--- src/rtl/cache_ctrl.sv ---
// ---------------------------------------------------------------------------
// cache_ctrl
//
// Sequencing controller for a 2-way set-associative byte cache
// (2**IW sets x 2 ways, 2-byte lines). This block owns the tag, valid and LRU
// state and steers an external data array. That array reads combinationally
// and writes one byte on a clock edge.
//
// Policy:
//   - One CPU request is in flight at a time.
//   - A read miss fills both bytes of the line from memory.
//   - Writes go straight through to memory.
//   - A write miss does not allocate a line.
//
// Ports:
//   clk, rst     clock and synchronous active-high reset
//   cpu_*        CPU side. cpu_req is held until the cpu_done pulse. cpu_rdata
//                and cpu_hit are valid while cpu_done is high.
//   mem_*        memory side. mem_req is held until the one-cycle mem_ack.
//   da_*         external data-array way/set/byte select, write byte, write
//                enable, and combinational read byte
//   hit_cnt,
//   miss_cnt     saturating hit/miss statistics
// ---------------------------------------------------------------------------
module cache_ctrl #(
  parameter int AW = 16,
  parameter int DW = 8,
  parameter int IW = 4,
  parameter int CW = 16
) (
  input  logic          clk,
  input  logic          rst,
  // CPU interface
  input  logic          cpu_req,
  input  logic          cpu_rw_,
  input  logic [AW-1:0] cpu_addr,
  input  logic [DW-1:0] cpu_wdata,
  output logic [DW-1:0] cpu_rdata,
  output logic          cpu_done,
  output logic          cpu_hit,
  // memory interface
  output logic          mem_req,
  output logic          mem_rw_,
  output logic [AW-1:0] mem_addr,
  output logic [DW-1:0] mem_wdata,
  input  logic [DW-1:0] mem_rdata,
  input  logic          mem_ack,
  // external data array
  output logic          da_way,
  output logic [IW-1:0] da_index,
  output logic          da_word,
  output logic [DW-1:0] da_wdata,
  output logic          da_we,
  input  logic [DW-1:0] da_rdata,
  // statistics
  output logic [CW-1:0] hit_cnt,
  output logic [CW-1:0] miss_cnt
);

  localparam int TW   = AW - IW - 1;
  localparam int SETS = 1 << IW;

  localparam logic [2:0] S_IDLE   = 3'd0;
  localparam logic [2:0] S_LOOKUP = 3'd1;
  localparam logic [2:0] S_FILL0  = 3'd2;
  localparam logic [2:0] S_FILL1  = 3'd3;
  localparam logic [2:0] S_MEMWR  = 3'd4;
  localparam logic [2:0] S_DONE   = 3'd5;

  // -------------------------------------------------------------------------
  // State
  // -------------------------------------------------------------------------
  logic [2:0]            r_state;
  logic [AW-1:0]         r_addr;
  logic                  r_rw;
  logic [DW-1:0]         r_wdata;
  logic                  r_hit;      // lookup result, reported after MEMWR
  logic                  r_victim;   // way chosen for the current fill
  logic                  r_mem_req;
  logic [DW-1:0]         r_cpu_rdata;
  logic                  r_cpu_hit;
  logic [CW-1:0]         r_hit_cnt;
  logic [CW-1:0]         r_miss_cnt;
  logic [1:0][SETS-1:0]  r_valid;
  logic [SETS-1:0]       r_lru;      // way to evict next when both are valid
  logic [TW-1:0]         r_tag [0:1][0:SETS-1];

  // -------------------------------------------------------------------------
  // Address decomposition of the latched request
  // -------------------------------------------------------------------------
  logic [IW-1:0] w_idx;
  logic          w_word;
  logic [TW-1:0] w_tag;

  assign w_idx  = r_addr[IW:1];
  assign w_word = r_addr[0];
  assign w_tag  = r_addr[AW-1:IW+1];

  // Per-way tag compare
  logic [1:0] w_hit;

  generate
    for (genvar gi = 0; gi < 2; gi++) begin : g_way_cmp
      assign w_hit[gi] = r_valid[gi][w_idx] & (r_tag[gi][w_idx] == w_tag);
    end
  endgenerate

  logic w_any_hit;
  logic w_hit_way;

  assign w_any_hit = |w_hit;
  assign w_hit_way = w_hit[1];  // both ways never hit together

  // Victim selection: prefer an empty way, otherwise follow LRU
  logic w_victim;

  always_comb begin
    w_victim = r_lru[w_idx];
    if (!r_valid[0][w_idx]) begin
      w_victim = 1'b0;
    end else if (!r_valid[1][w_idx]) begin
      w_victim = 1'b1;
    end
  end

  // An ack only counts while we are actually requesting, so stray acks in
  // other states, and in the gap cycle between the two fill beats, are
  // ignored.
  logic w_ack;

  assign w_ack = r_mem_req & mem_ack;

  // -------------------------------------------------------------------------
  // Main sequencer
  // -------------------------------------------------------------------------
  always_ff @(posedge clk) begin
    if (rst) begin
      r_state     <= S_IDLE;
      r_addr      <= '0;
      r_rw        <= 1'b0;
      r_wdata     <= '0;
      r_hit       <= 1'b0;
      r_victim    <= 1'b0;
      r_mem_req   <= 1'b0;
      r_cpu_rdata <= '0;
      r_cpu_hit   <= 1'b0;
      r_hit_cnt   <= '0;
      r_miss_cnt  <= '0;
      r_valid     <= '0;
      r_lru       <= '0;
    end else begin
      case (r_state)
        S_IDLE: begin
          if (cpu_req) begin
            r_addr  <= cpu_addr;
            r_rw    <= cpu_rw_;
            r_wdata <= cpu_wdata;
            r_state <= S_LOOKUP;
          end
        end

        S_LOOKUP: begin
          r_hit    <= w_any_hit;
          r_victim <= w_victim;
          if (w_any_hit) begin
            r_lru[w_idx] <= ~w_hit_way;
            if (r_hit_cnt != {CW{1'b1}}) begin
              r_hit_cnt <= r_hit_cnt + 1'b1;
            end
          end else if (r_miss_cnt != {CW{1'b1}}) begin
            r_miss_cnt <= r_miss_cnt + 1'b1;
          end

          if (r_rw) begin
            if (w_any_hit) begin
              // da_way already points at the hit way this cycle
              r_cpu_rdata <= da_rdata;
              r_cpu_hit   <= 1'b1;
              r_state     <= S_DONE;
            end else begin
              r_mem_req <= 1'b1;
              r_state   <= S_FILL0;
            end
          end else begin
            r_mem_req <= 1'b1;
            r_state   <= S_MEMWR;
          end
        end

        S_FILL0: begin
          if (w_ack) begin
            if (!w_word) begin
              r_cpu_rdata <= mem_rdata;
            end
            r_mem_req <= 1'b0;
            r_state   <= S_FILL1;
          end
        end

        S_FILL1: begin
          if (!r_mem_req) begin
            // Request drops for one cycle after the first beat's ack
            r_mem_req <= 1'b1;
          end else if (mem_ack) begin
            if (w_word) begin
              r_cpu_rdata <= mem_rdata;
            end
            r_mem_req                <= 1'b0;
            r_valid[r_victim][w_idx] <= 1'b1;
            r_lru[w_idx]             <= ~r_victim;
            r_cpu_hit                <= 1'b0;
            r_state                  <= S_DONE;
          end
        end

        S_MEMWR: begin
          if (w_ack) begin
            r_mem_req <= 1'b0;
            r_cpu_hit <= r_hit;
            r_state   <= S_DONE;
          end
        end

        S_DONE: begin
          r_state <= S_IDLE;
        end

        default: begin
          r_state <= S_IDLE;
        end
      endcase
    end
  end

  // Tags are never reset. Validity alone decides whether a tag means
  // anything. The tag is written only on the final beat of a fill, so a fill
  // cut short by reset leaves the stored tag untouched.
  always_ff @(posedge clk) begin
    if (!rst && (r_state == S_FILL1) && w_ack) begin
      r_tag[r_victim][w_idx] <= w_tag;
    end
  end

  // -------------------------------------------------------------------------
  // Outputs
  // -------------------------------------------------------------------------
  assign cpu_rdata = r_cpu_rdata;
  assign cpu_hit   = r_cpu_hit;
  assign cpu_done  = (r_state == S_DONE);
  assign hit_cnt   = r_hit_cnt;
  assign miss_cnt  = r_miss_cnt;

  assign mem_req   = r_mem_req;
  assign mem_rw_   = (r_state != S_MEMWR);
  assign mem_wdata = r_wdata;
  assign mem_addr  = (r_state == S_MEMWR) ? r_addr
                                          : {w_tag, w_idx, (r_state == S_FILL1)};

  // Data-array steering:
  //   - LOOKUP addresses the hit way. This serves both the read-hit data and
  //     the write-hit byte update.
  //   - Fills write the victim way, one beat per ack.
  always_comb begin
    da_way   = 1'b0;
    da_index = w_idx;
    da_word  = w_word;
    da_wdata = mem_rdata;
    da_we    = 1'b0;
    case (r_state)
      S_LOOKUP: begin
        da_way   = w_hit_way;
        da_wdata = r_wdata;
        da_we    = ~r_rw & w_any_hit;
      end
      S_FILL0: begin
        da_way  = r_victim;
        da_word = 1'b0;
        da_we   = w_ack;
      end
      S_FILL1: begin
        da_way  = r_victim;
        da_word = 1'b1;
        da_we   = w_ack;
      end
      default: begin
        da_way = 1'b0;
      end
    endcase
  end

endmodule

--- config.mk ---
export PLATFORM = sky130hd
export DESIGN_NAME = cache_ctrl
export DESIGN_NICKNAME = d
export VERILOG_FILES = /design/src/rtl/cache_ctrl.sv
export SDC_FILE = /design/constraint.sdc
export NUM_CORES = 1
export LEC_CHECK = 0
export ABC_AREA = 1
export CELL_PAD_IN_SITES_DETAIL_PLACEMENT = 2
export CELL_PAD_IN_SITES_GLOBAL_PLACEMENT = 2
export CORE_MARGIN = 8
export CORE_UTILIZATION = 43
export DETAILED_ROUTE_END_ITERATION = 16
export DONT_BUFFER_PORTS = 1
export PLACE_DENSITY = 0.92
export SYNTH_ARGS = -nofsm -noshare
export SYNTH_HDL_FRONTEND = slang
export SYNTH_SLANG_ARGS = --single-unit
export TNS_END_PERCENT = 10
--- constraint.sdc ---
create_clock -name clk -period 6.8 [get_ports clk]
set_input_delay 0 -clock clk [delete_from_list [all_inputs] [get_ports clk]]
set_output_delay 0 -clock clk [all_outputs]
set_load 0.01 [all_outputs]
==> results.txt <==
Crit path kind = flip-flop to flip-flop
Highest clock rate = 172 MHz
HPWL Detailed = 52,800 um
GRT overflow = 0
Post-synth top area share = 50.2%
Fin crit period = 5.83 ns
Routed len/inst = 31.2 um
Clock buffer depth = 3
CTS tree = built
Mapped Area = 21,000 um2
Routability Congestion = 0.898
Maxcap violations = 0
Unrepaired setup endpoints after global routing = false
Syn Area/Cell = 8.81 um2
Synth area leaders = edfxtp_1 (50%), nand2_1 (20%), dfxtp_1 (11%)
First-pass GRT wire length = 142,000 um
Unique masters post-synth = 36
Mapped Nets = 2,434
Fillers = 5,116
Placed cells = 2,917
Core ar. = 48,600 um2
Fin cells = 3,060
# diodes = 0
Post-Layout Inst Area = 23,600 um2
Total power = 0.00929 W
Ports = 128
Leak Pwr = 9.38 nW
Num CTS Buffers = 51
Number of placement rows = 81
First drt pass iteration count = 5
Seq/Total Area, Yosys = 61.7%
HP Class = input pin to flip-flop
Worst Skew = 0.0489 ns
Die area = 56,300 um2
Worst EP required = 7.29 ns
DR vias/cell = 6.12
H-tree depth = 2
Number of global-route vias before repair = 21.3k
Clk sinks = 472
CP max FO = 39
Power per cell area = 394 nW/um2
ANT nets after route = 0
Clk pin slew, worst setup/hold paths = 0.08 ns
Yosys top cell by area = edfxtp_1
Post-synthesis cell count = 2,387
Relative slew slack = 2.41%
CTS resizes = 0
Status = complete, no violations
Final wirelength = 95,500 um
Clk_lat worst skew = 0.62 ns
Fin. Hold Viols = 0
CP arrival = 6.32 ns
Nets = 2,444
Setup violators final = 0
Placement Cell Area = 21,400 um2
Starting Density = 43.2%
First DRT Iteration DRCs = 1,640
Via count = 18.7k
Die height = 237 um
Gr usage total = 33.5%
Critical Path Start Type = flip-flop
Die width = 237 um
Peak VDD IR = 300 uV
Slew Limit Fails = 0
End-of-flow core utilization = 48.4%
Layout cells sized above 1 = 5.50%
Port-buffer cells = 0
Largest net degree at the start of global routing = 88
Tcrit/Tclk final = 85.7%
Initial antenna violation count = 0
Worst-margin pin slew = 1.46 ns
Syn-to-layout area delta = 12.0%
Setup_tns = 0 ns
#FFs+latches synth = 472
Root buf cell = clkbuf_16
Crit. End Element = flip-flop
Drc violations = 0
Yosys warnings = 0
[through the flow]
| step | hold WS (ns) | setup slack, ns |
|---|---|---|
| 2_1_floorplan | 0.167 | 4.42 |
| 3_3_place_gp | 0.0764 | 1.92 |
| 4_1_cts | 0.0971 | 1.30 |
| 6_report | 0.158 | 0.972 |
| 5_1_grt | 0.169 | 0.789 |
| 3_5_place_dp | 0.0787 | 1.47 |
[cell usage after synthesis]
master    number
nand2_1     1093
edfxtp_1     352
nor2_1       194
inv_1        123
dfxtp_1      120
o21ai_0       92
a21oi_1       89
nand3_1       83
buf_2         38
clkbuf_1      37
buf_4         33
nand4_1       24
nor3_1        20
o22ai_1       13
a22oi_1       12
xor2_1        11
buf_1          9
nor4_1         8
o21ai_1        5
buf_6          4
nand2_2        4
xnor2_1        4
inv_2          3
and3_1         2
ha_1           2
nor2_2         2
a211oi_1       1
a41oi_1        1
and2_1         1
clkinv_1       1
inv_4          1
nor2_4         1
nor3_2         1
o21ai_2        1
o21bai_1       1
o311ai_0       1
[cells in the final DEF (no fill, tap or decap), types with 2 or more instances in the layout]
cell type         n
edfxtp_1        352
inv_2             3
inv_4             2
xor2_1           11
nor2_4            2
clkbuf_16        51
nor2_1          189
ha_1              2
and3_1            2
dfxtp_1         111
bufinv_16         5
buf_4            29
nor2_2            6
o21ai_1           5
inv_1           123
a22oi_1          12
o21ai_0          92
nor4_1            8
o22ai_1          13
clkinv_2         12
nand2_2           4
nor3_1           20
clkbuf_1         13
a21oi_1          89
nand2_1        1093
xnor2_1           4
nand3_1          83
clkinv_1          5
clkbuf_8          6
dlygate4sd3_1    48
dfxtp_2           8
nand4_1          24
[metal layers]
metal	vias up	GRT usage (%)	part of all wire, %
met5	-	0	0
met1	9612	37.6	37
met3	374	6.99	7.0
met4	0	19.9	6.3
met2	949	58.3	50
li1	7785	-	-
[worst max-delay path: stages, from the launching register on]
cell	delay [ns]
dfxtp_2	0.90
nand2_1	0.56
inv_2	0.84
nand2_1	0.17
nand3_1	0.15
nand2_1	0.07
nand2_1	0.14
nor2_1	0.11
a21oi_1	0.23
nand2_1	0.10
nor2_1	0.13
nand3_1	0.26
nand2_2	0.34
nand2_2	0.20
nand2_1	0.88
a21oi_1	0.19
nor2_1	0.39
[registers in the layout, indices dropped and copies added (netlist names)]
name       count
cpu_rdata      8
mem_req        1
miss_cnt      16
r_hit          1
r_victim       1
r_state        3
r_addr        16
r_lru         16
r_valid       32
mem_wdata      8
cpu_hit        1
r_tag        352
r_rw           1
hit_cnt       16
[layout make-up]
class                           count  area, um2  share of cell area (%)
Clock inverter                     24        245                    1.04
Timing Repair Buffer               78        718                    3.05
Sequential cell                   472      13000                    55.1
Multi-Input combinational cell   1666       6950                    29.5
Clock buffer                       70       1410                    5.97
Tap cell                          622        778                    3.30
Inverter                          128        485                    2.06
[cell families after synthesis]
family / share of synthesized area [%]
simple gates: 26.7
compound gates: 5.44
buf+inv: 5.41
fa+ha+maj: 0.119
xor+xnor: 0.625
flops: 61.7
[where the power goes]
group          leakage, nW  internal [W]  switching, W
sequential            4.20       0.00335      0.000249
clock                0.817       0.00164       0.00129
combinational         4.37      0.000573       0.00219
total                 9.38       0.00556       0.00373
[final timing paths]
check | startpoint | end | slack (ns) | cells past startpoint
max | r_addr[2] | r_lru[9] | 0.97 | 16
min | cpu_wdata[5] | mem_wdata[5] | 0.16 | 3
max reg2reg | r_addr[2] | r_lru[9] | 0.97 | 16
min reg2reg | r_valid[8] | r_valid[8] | 0.49 | 2
[timing repair]
action,4_1_cts,5_1_grt
hold endpoints to repair,73,0
hold buffers,49,0
setup buffers,0,0
Power figures use the tool's default switching activity.
